File: config.mk
export PLATFORM = sky130hd
export DESIGN_NAME = multicycle_processor
export DESIGN_NICKNAME = d
export VERILOG_FILES = /design/src/rtl/multicycle_processor.sv
export SDC_FILE = /design/constraint.sdc
export NUM_CORES = 2
export LEC_CHECK = 0
export ABC_AREA = 0
export CAP_MARGIN = 20
export CORE_MARGIN = 2
export CORE_UTILIZATION = 40
export CTS_CLUSTER_DIAMETER = 60
export DETAILED_ROUTE_END_ITERATION = 6
export DONT_BUFFER_PORTS = 1
export PLACE_DENSITY = 0.58
export SETUP_SLACK_MARGIN = 0.15
export SLEW_MARGIN = 10
export SYNTH_ARGS = -nofsm -noshare
export SYNTH_HDL_FRONTEND = slang
export SYNTH_SLANG_ARGS = --single-unit
File: constraint.sdc
create_clock -name clk -period 4.81 [get_ports clk]
set_clock_uncertainty 0.2 [all_clocks]
set_input_delay 0.7215 -clock clk [delete_from_list [all_inputs] [get_ports clk]]
set_output_delay 0.7215 -clock clk [all_outputs]
set_load 0.005 [all_outputs]
File: src/rtl/multicycle_processor.sv
// Multi-cycle RV32I-subset core: FETCH/DECODE/EXEC/MEM/WB state machine with
// an internal register file and req/ready handshakes to external memories.
module multicycle_processor #(
    parameter int              XLEN     = 32,
    parameter int              NREGS    = 32,
    parameter logic [XLEN-1:0] RESET_PC = '0
) (
    input  logic            clk,
    input  logic            rst_n,
    output logic            imem_req,
    output logic [XLEN-1:0] imem_addr,
    input  logic [31:0]     imem_rdata,
    input  logic            imem_ready,
    output logic            dmem_req,
    output logic            dmem_we,
    output logic [XLEN-1:0] dmem_addr,
    output logic [XLEN-1:0] dmem_wdata,
    input  logic [XLEN-1:0] dmem_rdata,
    input  logic            dmem_ready,
    output logic            retire,
    output logic [XLEN-1:0] pc_out,
    output logic            halted,
    output logic            error
);

    localparam int         RIW     = $clog2(NREGS);
    // Register-index bits that must be zero for this register-file size.
    localparam logic [4:0] HI_MASK = ~5'(NREGS - 1);

    localparam logic [6:0] OPC_R   = 7'b0110011;
    localparam logic [6:0] OPC_I   = 7'b0010011;
    localparam logic [6:0] OPC_LD  = 7'b0000011;
    localparam logic [6:0] OPC_ST  = 7'b0100011;
    localparam logic [6:0] OPC_BR  = 7'b1100011;
    localparam logic [6:0] OPC_JAL = 7'b1101111;
    localparam logic [6:0] OPC_SYS = 7'b1110011;

    typedef enum logic [2:0] {
        S_FETCH, S_DECODE, S_EXEC, S_MEM, S_WB, S_HALT
    } state_t;

    state_t          state_q, state_d;
    logic [XLEN-1:0] pc_q, pc_d;
    logic            err_q, err_d;
    logic [31:0]     ir_q;
    logic [XLEN-1:0] a_q, b_q, imm_q, res_q, mdr_q;
    logic            dmem_we_q;
    logic [XLEN-1:0] dmem_addr_q, dmem_wdata_q;
    logic [XLEN-1:0] rf_q [NREGS];
    logic            rf_we;

    // Instruction fields
    logic [6:0] opc, f7;
    logic [2:0] f3;
    logic [4:0] rd_f, rs1_f, rs2_f;
    assign opc   = ir_q[6:0];
    assign rd_f  = ir_q[11:7];
    assign f3    = ir_q[14:12];
    assign rs1_f = ir_q[19:15];
    assign rs2_f = ir_q[24:20];
    assign f7    = ir_q[31:25];

    logic [RIW-1:0] rd_idx, rs1_idx, rs2_idx;
    assign rd_idx  = rd_f[RIW-1:0];
    assign rs1_idx = rs1_f[RIW-1:0];
    assign rs2_idx = rs2_f[RIW-1:0];

    logic is_r, is_addi, is_lw, is_sw, is_br, is_jal, is_ecall, legal;

    // Classify the latched instruction; anything unrecognised is illegal.
    always_comb begin
        is_r     = 1'b0;
        is_addi  = 1'b0;
        is_lw    = 1'b0;
        is_sw    = 1'b0;
        is_br    = 1'b0;
        is_jal   = 1'b0;
        is_ecall = 1'b0;
        case (opc)
            OPC_R:   is_r = (f7 == 7'h00 && (f3 == 3'b000 || f3 == 3'b111 || f3 == 3'b110)) ||
                            (f7 == 7'h20 && f3 == 3'b000);
            OPC_I:   is_addi = (f3 == 3'b000);
            OPC_LD:  is_lw = (f3 == 3'b010);
            OPC_ST:  is_sw = (f3 == 3'b010);
            OPC_BR:  is_br = (f3 == 3'b000 || f3 == 3'b001);
            OPC_JAL: is_jal = 1'b1;
            OPC_SYS: is_ecall = (ir_q == 32'h0000_0073);
            default: ;
        endcase
        // Only fields the format actually uses are range-checked.
        legal = (is_r || is_addi || is_lw || is_sw || is_br || is_jal || is_ecall) &&
                !((is_r || is_addi || is_lw || is_jal) && (rd_f & HI_MASK) != 5'd0) &&
                !((is_r || is_addi || is_lw || is_sw || is_br) && (rs1_f & HI_MASK) != 5'd0) &&
                !((is_r || is_sw || is_br) && (rs2_f & HI_MASK) != 5'd0);
    end

    logic [XLEN-1:0] imm_gen;

    // Sign-extended immediate for the instruction's format.
    always_comb begin
        imm_gen = {{(XLEN-12){ir_q[31]}}, ir_q[31:20]};
        if (is_sw)
            imm_gen = {{(XLEN-12){ir_q[31]}}, ir_q[31:25], ir_q[11:7]};
        else if (is_br)
            imm_gen = {{(XLEN-13){ir_q[31]}}, ir_q[31], ir_q[7], ir_q[30:25], ir_q[11:8], 1'b0};
        else if (is_jal)
            imm_gen = {{(XLEN-21){ir_q[31]}}, ir_q[31], ir_q[19:12], ir_q[20], ir_q[30:21], 1'b0};
    end

    logic [XLEN-1:0] rs1_v, rs2_v;
    assign rs1_v = (rs1_idx == '0) ? '0 : rf_q[rs1_idx];
    assign rs2_v = (rs2_idx == '0) ? '0 : rf_q[rs2_idx];

    logic [XLEN-1:0] pc_plus4, addr, alu_res;
    logic            taken;
    assign pc_plus4 = pc_q + XLEN'(4);
    assign addr     = a_q + imm_q;
    assign taken    = (a_q == b_q) ^ f3[0];

    // EXEC result: ALU op, or link address for jal.
    always_comb begin
        alu_res = a_q + imm_q;
        if (is_jal)
            alu_res = pc_plus4;
        else if (is_r) begin
            case (f3)
                3'b111:  alu_res = a_q & b_q;
                3'b110:  alu_res = a_q | b_q;
                default: alu_res = f7[5] ? (a_q - b_q) : (a_q + b_q);
            endcase
        end
    end

    // State register.
    always_ff @(posedge clk) begin
        if (!rst_n) state_q <= S_FETCH;
        else        state_q <= state_d;
    end

    // Next state, PC update, retire and register-file write enable.
    always_comb begin
        state_d = state_q;
        pc_d    = pc_q;
        err_d   = err_q;
        retire  = 1'b0;
        rf_we   = 1'b0;
        case (state_q)
            S_FETCH: if (imem_ready) state_d = S_DECODE;
            S_DECODE: begin
                if (!legal) begin
                    state_d = S_HALT;
                    err_d   = 1'b1;
                end else if (is_ecall) begin
                    state_d = S_HALT;
                    err_d   = 1'b0;
                end else begin
                    state_d = S_EXEC;
                end
            end
            S_EXEC: begin
                if (is_lw || is_sw) begin
                    if (addr[1:0] != 2'b00) begin
                        state_d = S_HALT;
                        err_d   = 1'b1;
                    end else begin
                        state_d = S_MEM;
                    end
                end else if (is_br) begin
                    pc_d    = taken ? (pc_q + imm_q) : pc_plus4;
                    retire  = 1'b1;
                    state_d = S_FETCH;
                end else begin
                    state_d = S_WB;
                end
            end
            S_MEM: begin
                if (dmem_ready) begin
                    if (is_lw) begin
                        state_d = S_WB;
                    end else begin
                        pc_d    = pc_plus4;
                        retire  = 1'b1;
                        state_d = S_FETCH;
                    end
                end
            end
            S_WB: begin
                rf_we   = 1'b1;
                pc_d    = is_jal ? (pc_q + imm_q) : pc_plus4;
                retire  = 1'b1;
                state_d = S_FETCH;
            end
            default: ;  // S_HALT absorbs until reset
        endcase
    end

    // Datapath registers: PC, IR, operand latches, data-port registers, MDR.
    always_ff @(posedge clk) begin
        if (!rst_n) begin
            pc_q         <= RESET_PC;
            err_q        <= 1'b0;
            ir_q         <= '0;
            a_q          <= '0;
            b_q          <= '0;
            imm_q        <= '0;
            res_q        <= '0;
            mdr_q        <= '0;
            dmem_we_q    <= 1'b0;
            dmem_addr_q  <= '0;
            dmem_wdata_q <= '0;
        end else begin
            pc_q  <= pc_d;
            err_q <= err_d;
            if (state_q == S_FETCH && imem_ready) ir_q <= imem_rdata;
            if (state_q == S_DECODE) begin
                a_q   <= rs1_v;
                b_q   <= rs2_v;
                imm_q <= imm_gen;
            end
            // Data-port registers only move in EXEC, so they are frozen across MEM.
            if (state_q == S_EXEC) begin
                res_q        <= alu_res;
                dmem_we_q    <= is_sw;
                dmem_addr_q  <= addr;
                dmem_wdata_q <= b_q;
            end
            if (state_q == S_MEM && dmem_ready) mdr_q <= dmem_rdata;
        end
    end

    // Register file; x0 is never written.
    always_ff @(posedge clk) begin
        if (!rst_n) begin
            for (int i = 0; i < NREGS; i++) rf_q[i] <= '0;
        end else if (rf_we && rd_idx != '0) begin
            rf_q[rd_idx] <= is_lw ? mdr_q : res_q;
        end
    end

    // Requests are masked while reset is held so the ports read idle.
    assign imem_req   = rst_n && (state_q == S_FETCH);
    assign dmem_req   = rst_n && (state_q == S_MEM);
    assign imem_addr  = pc_q;
    assign pc_out     = pc_q;
    assign dmem_we    = dmem_we_q;
    assign dmem_addr  = dmem_addr_q;
    assign dmem_wdata = dmem_wdata_q;
    assign halted     = (state_q == S_HALT);
    assign error      = err_q;

endmodule

==> flow_metrics.tcl <==
set metrics [dict create \
    status "finished, violations left" \
    violations "DRC" \
    timing.setup.tns_ns 0 \
    first_pass_iters 7 \
    gr-usage-all-layers 0.288 \
    overflow 0 \
    r2r_slack_ns 0.49 \
    slew_violations 0 \
    slew_headroom 0.291 \
    synth_area_per_cell_um2 12.1 \
    ios 202 \
    vias 51844 \
    yosys-top-cells-area "edfxtp_1 43%, mux4_2 20%, dfxtp_1 8.2%, nor2_1 6.8%, ha_1 2.9%" \
    wl_mm 263 \
    fillers 15799 \
    synthCells 5847 \
    power.density_mw_per_mm2 346 \
    antenna_found_initial 6 \
    syn2layout_area_growth_pct 13.5 \
    cp.required_ns 3.89 \
    cts_buffer_depth 3 \
    ys_seq_area_frac 0.515 \
    power_frac_clock 0.409 \
    first_global_vias 50850 \
    p_comb_frac 0.127 \
    routed_via_density 6.27 \
    timing.final.ws_setup_ns 0.388 \
    p_sw_mw 7.43 \
    die_h_um 425 \
    drtAntennaViolNets 0 \
    p_leak_nw 26.4 \
    ys_ff_latch 1316 \
    synth_top_area_share 0.433 \
    finalHoldViolCount 0 \
    synth_area_leader_cell "edfxtp_1" \
    synth_edf_count 1024 \
    syn_area_mm2 0.0710 \
    numCtsBuffers 155 \
    htreeDepth 4 \
    p_int_mw 20.5 \
    end_kind "output pin" \
    start_util 0.403 \
    peakVddDrop_v 0.000251 \
    die_x_um 425 \
    setup.worst_path.start_class "register" \
    worstHoldPathType "in -> reg" \
    maxCapViolCount 0 \
    dp_cells 7913 \
    seq_power_share 0.464 \
    cts_resized 0 \
    layout-drive-gt1-share 0.209 \
    clk_pin_slew_worst_paths_ns 0.06 \
    place_congestion 0.974 \
    worst-slew-pin-transition_ns 1.06 \
    met1_usage 0.368 \
    timing.final.crit_share 0.919 \
    total_power_mw 27.9 \
    ys_warn_count 0 \
    cts_sinks 1316 \
    finalCriticalPeriod_ns 4.42 \
    worstSetupPathType "reg -> out" \
    crit_arrival_ns 3.50 \
    core_mm2 0.176 \
    wire_per_inst_um 31.7 \
    grt_pass1_wl_mm 374 \
    nets 6035 \
    cts_tree "done" \
    yosysUniqueCellTypes 78 \
    rows 154 \
    synthFlopType "edfxtp_1" \
    port_buffers 0 \
    die_area_mm2 0.181 \
    met3_usage 0.0707 \
    max_freq_mhz 226 \
    fin_util 0.457 \
    clock_latency_ns 0.81 \
    async_flop_share 0 \
    switching_share 0.266 \
    crit_path_max_fanout 44 \
    drt_iter0_markers 6773 \
    cts_root_buf "clkbuf_16" \
    setup_violations 0 \
    grt_busiest_layer "met2" \
    grt_max_degree 132 \
    dp_hpwl_mm 173 \
    fin_cells 8271 \
    pre_cts_slack_ns 0.475 \
    grt_util_met2 0.455 \
    rsz0062_at_grt "false" \
    drc_errors 3 \
]
==> cells in the mapped netlist (24+ instances only) <==
cell	instances
o211ai_1	33
dfxtp_1	292
and3_1	30
xor2_1	33
nor3_1	52
mux2i_1	112
buf_4	33
o21bai_1	24
nand3_1	45
nand2_1	452
clkbuf_1	416
xnor2_1	76
o21ai_0	151
mux4_2	640
buf_1	74
a21oi_1	401
a211oi_1	32
inv_1	117
a21o_1	40
ha_1	163
edfxtp_1	1024
nor2_1	1285
==> path summary, 6_finish.rpt <==
check	cells after the start	endpoint	start
max reg2reg	12	imem_addr[26]	a_q[19]
min reg2reg	2	res_q[1]	res_q[1]
min	4	res_q[26]	rst_n
max	6	retire	ir_q[13]
==> layer usage <==
layer | vias up | wire length (µm)
met5 | - | 36
met4 | 6 | 15300
met3 | 624 | 27500
met2 | 3108 | 122000
met1 | 26491 | 98000
li1 | 21615 | -
==> repair_timing <==
item	in CTS	in global routing
buffers inserted	0	0
endpoints found under the hold margin	104	0
hold buffers	66	0
==> cells in the final DEF, fill, tap and decap left out, types with 13 or more instances in the layout <==
cell type and count:
mux4_2 640, nand2b_1 17, buf_4 179, nor4_1 13, o21ai_0 151, clkinv_1 24, buf_12 51, and2_1 13
clkbuf_16 160, ha_1 163, a31oi_1 18, a21o_1 40, dfxtp_1 281, nor2_1 1284, inv_1 116, edfxtp_1 1024
xnor2_1 76, o21a_1 19, nand3_1 44, o211ai_1 33, a21oi_1 401, and3_1 29, nand2_2 64, nand4_1 17
mux2i_1 80, xor2_1 33, dlygate4sd3_1 65, clkinv_2 20, mux2i_4 26, clkbuf_1 44, conb_1 32, nor3_1 50
o21bai_1 24, nand2_1 387, nor2b_1 19, a211oi_1 32
==> cell type report <==
type	instances	area (µm²)	share of cell area
flip-flops and latches	1316	36600	0.455
multi-input cells	3907	32500	0.404
clock buffers	207	4210	0.0522
repair buffers	302	3200	0.0397
well taps	2340	2930	0.0363
clock inverters	78	649	0.00806
inverters	118	450	0.00559
diodes	3	7.51	0.0000932
==> state kept, by name (all words and copies together), names as in the netlist, 21 cells and up, named ones only <==
register / flops
ir_q: 32
imm_q: 21
b_q: 32
a_q: 32
dmem_wdata: 32
res_q: 32
dmem_addr: 32
imem_addr: 32
rf_q: 1024
mdr_q: 32
==> critical path, stage by stage, from the launching register on <==
cell,delay [ns]
dfxtp_1,0.55
nor4b_1,0.52
and2_4,0.54
o22ai_1,0.18
a31oi_2,0.20
buf_4,0.32
inv_2,0.37
==> kinds of logic (layout without fill, tap and decap cells) <==
| group | count (synthesis) | in the layout | synth area share |
|---|---|---|---|
| compound gates | 846 | 846 | 0.0715 |
| other cells | 1 | 35 | 0.0000528 |
| flops | 1316 | 1316 | 0.515 |
| simple gates | 2000 | 2000 | 0.114 |
| xor+xnor | 109 | 109 | 0.0134 |
| buf+inv | 655 | 705 | 0.0366 |
| mux | 753 | 753 | 0.219 |
| fa+ha+maj | 167 | 167 | 0.0298 |
==> through the flow <==
step           hold WS [ns]  cell area (µm²)
2_1_floorplan         0.215            71100
3_5_place_dp          0.263            74900
3_3_place_gp          0.255            74900
6_report             0.0569            80600
4_1_cts             0.00692            80500
5_1_grt              0.0532            80600
==> power by group through the flow <==
stage,combinational [mW],sequential [mW],clock [mW]
global route,3.71,13.0,12.0
detailed placement,3.42,13.2,0
global placement,3.42,13.1,0
CTS,3.49,12.9,11.5
floorplan,2.23,13.0,0
finish,3.55,13.0,11.4
Power figures use the tool's default switching activity.
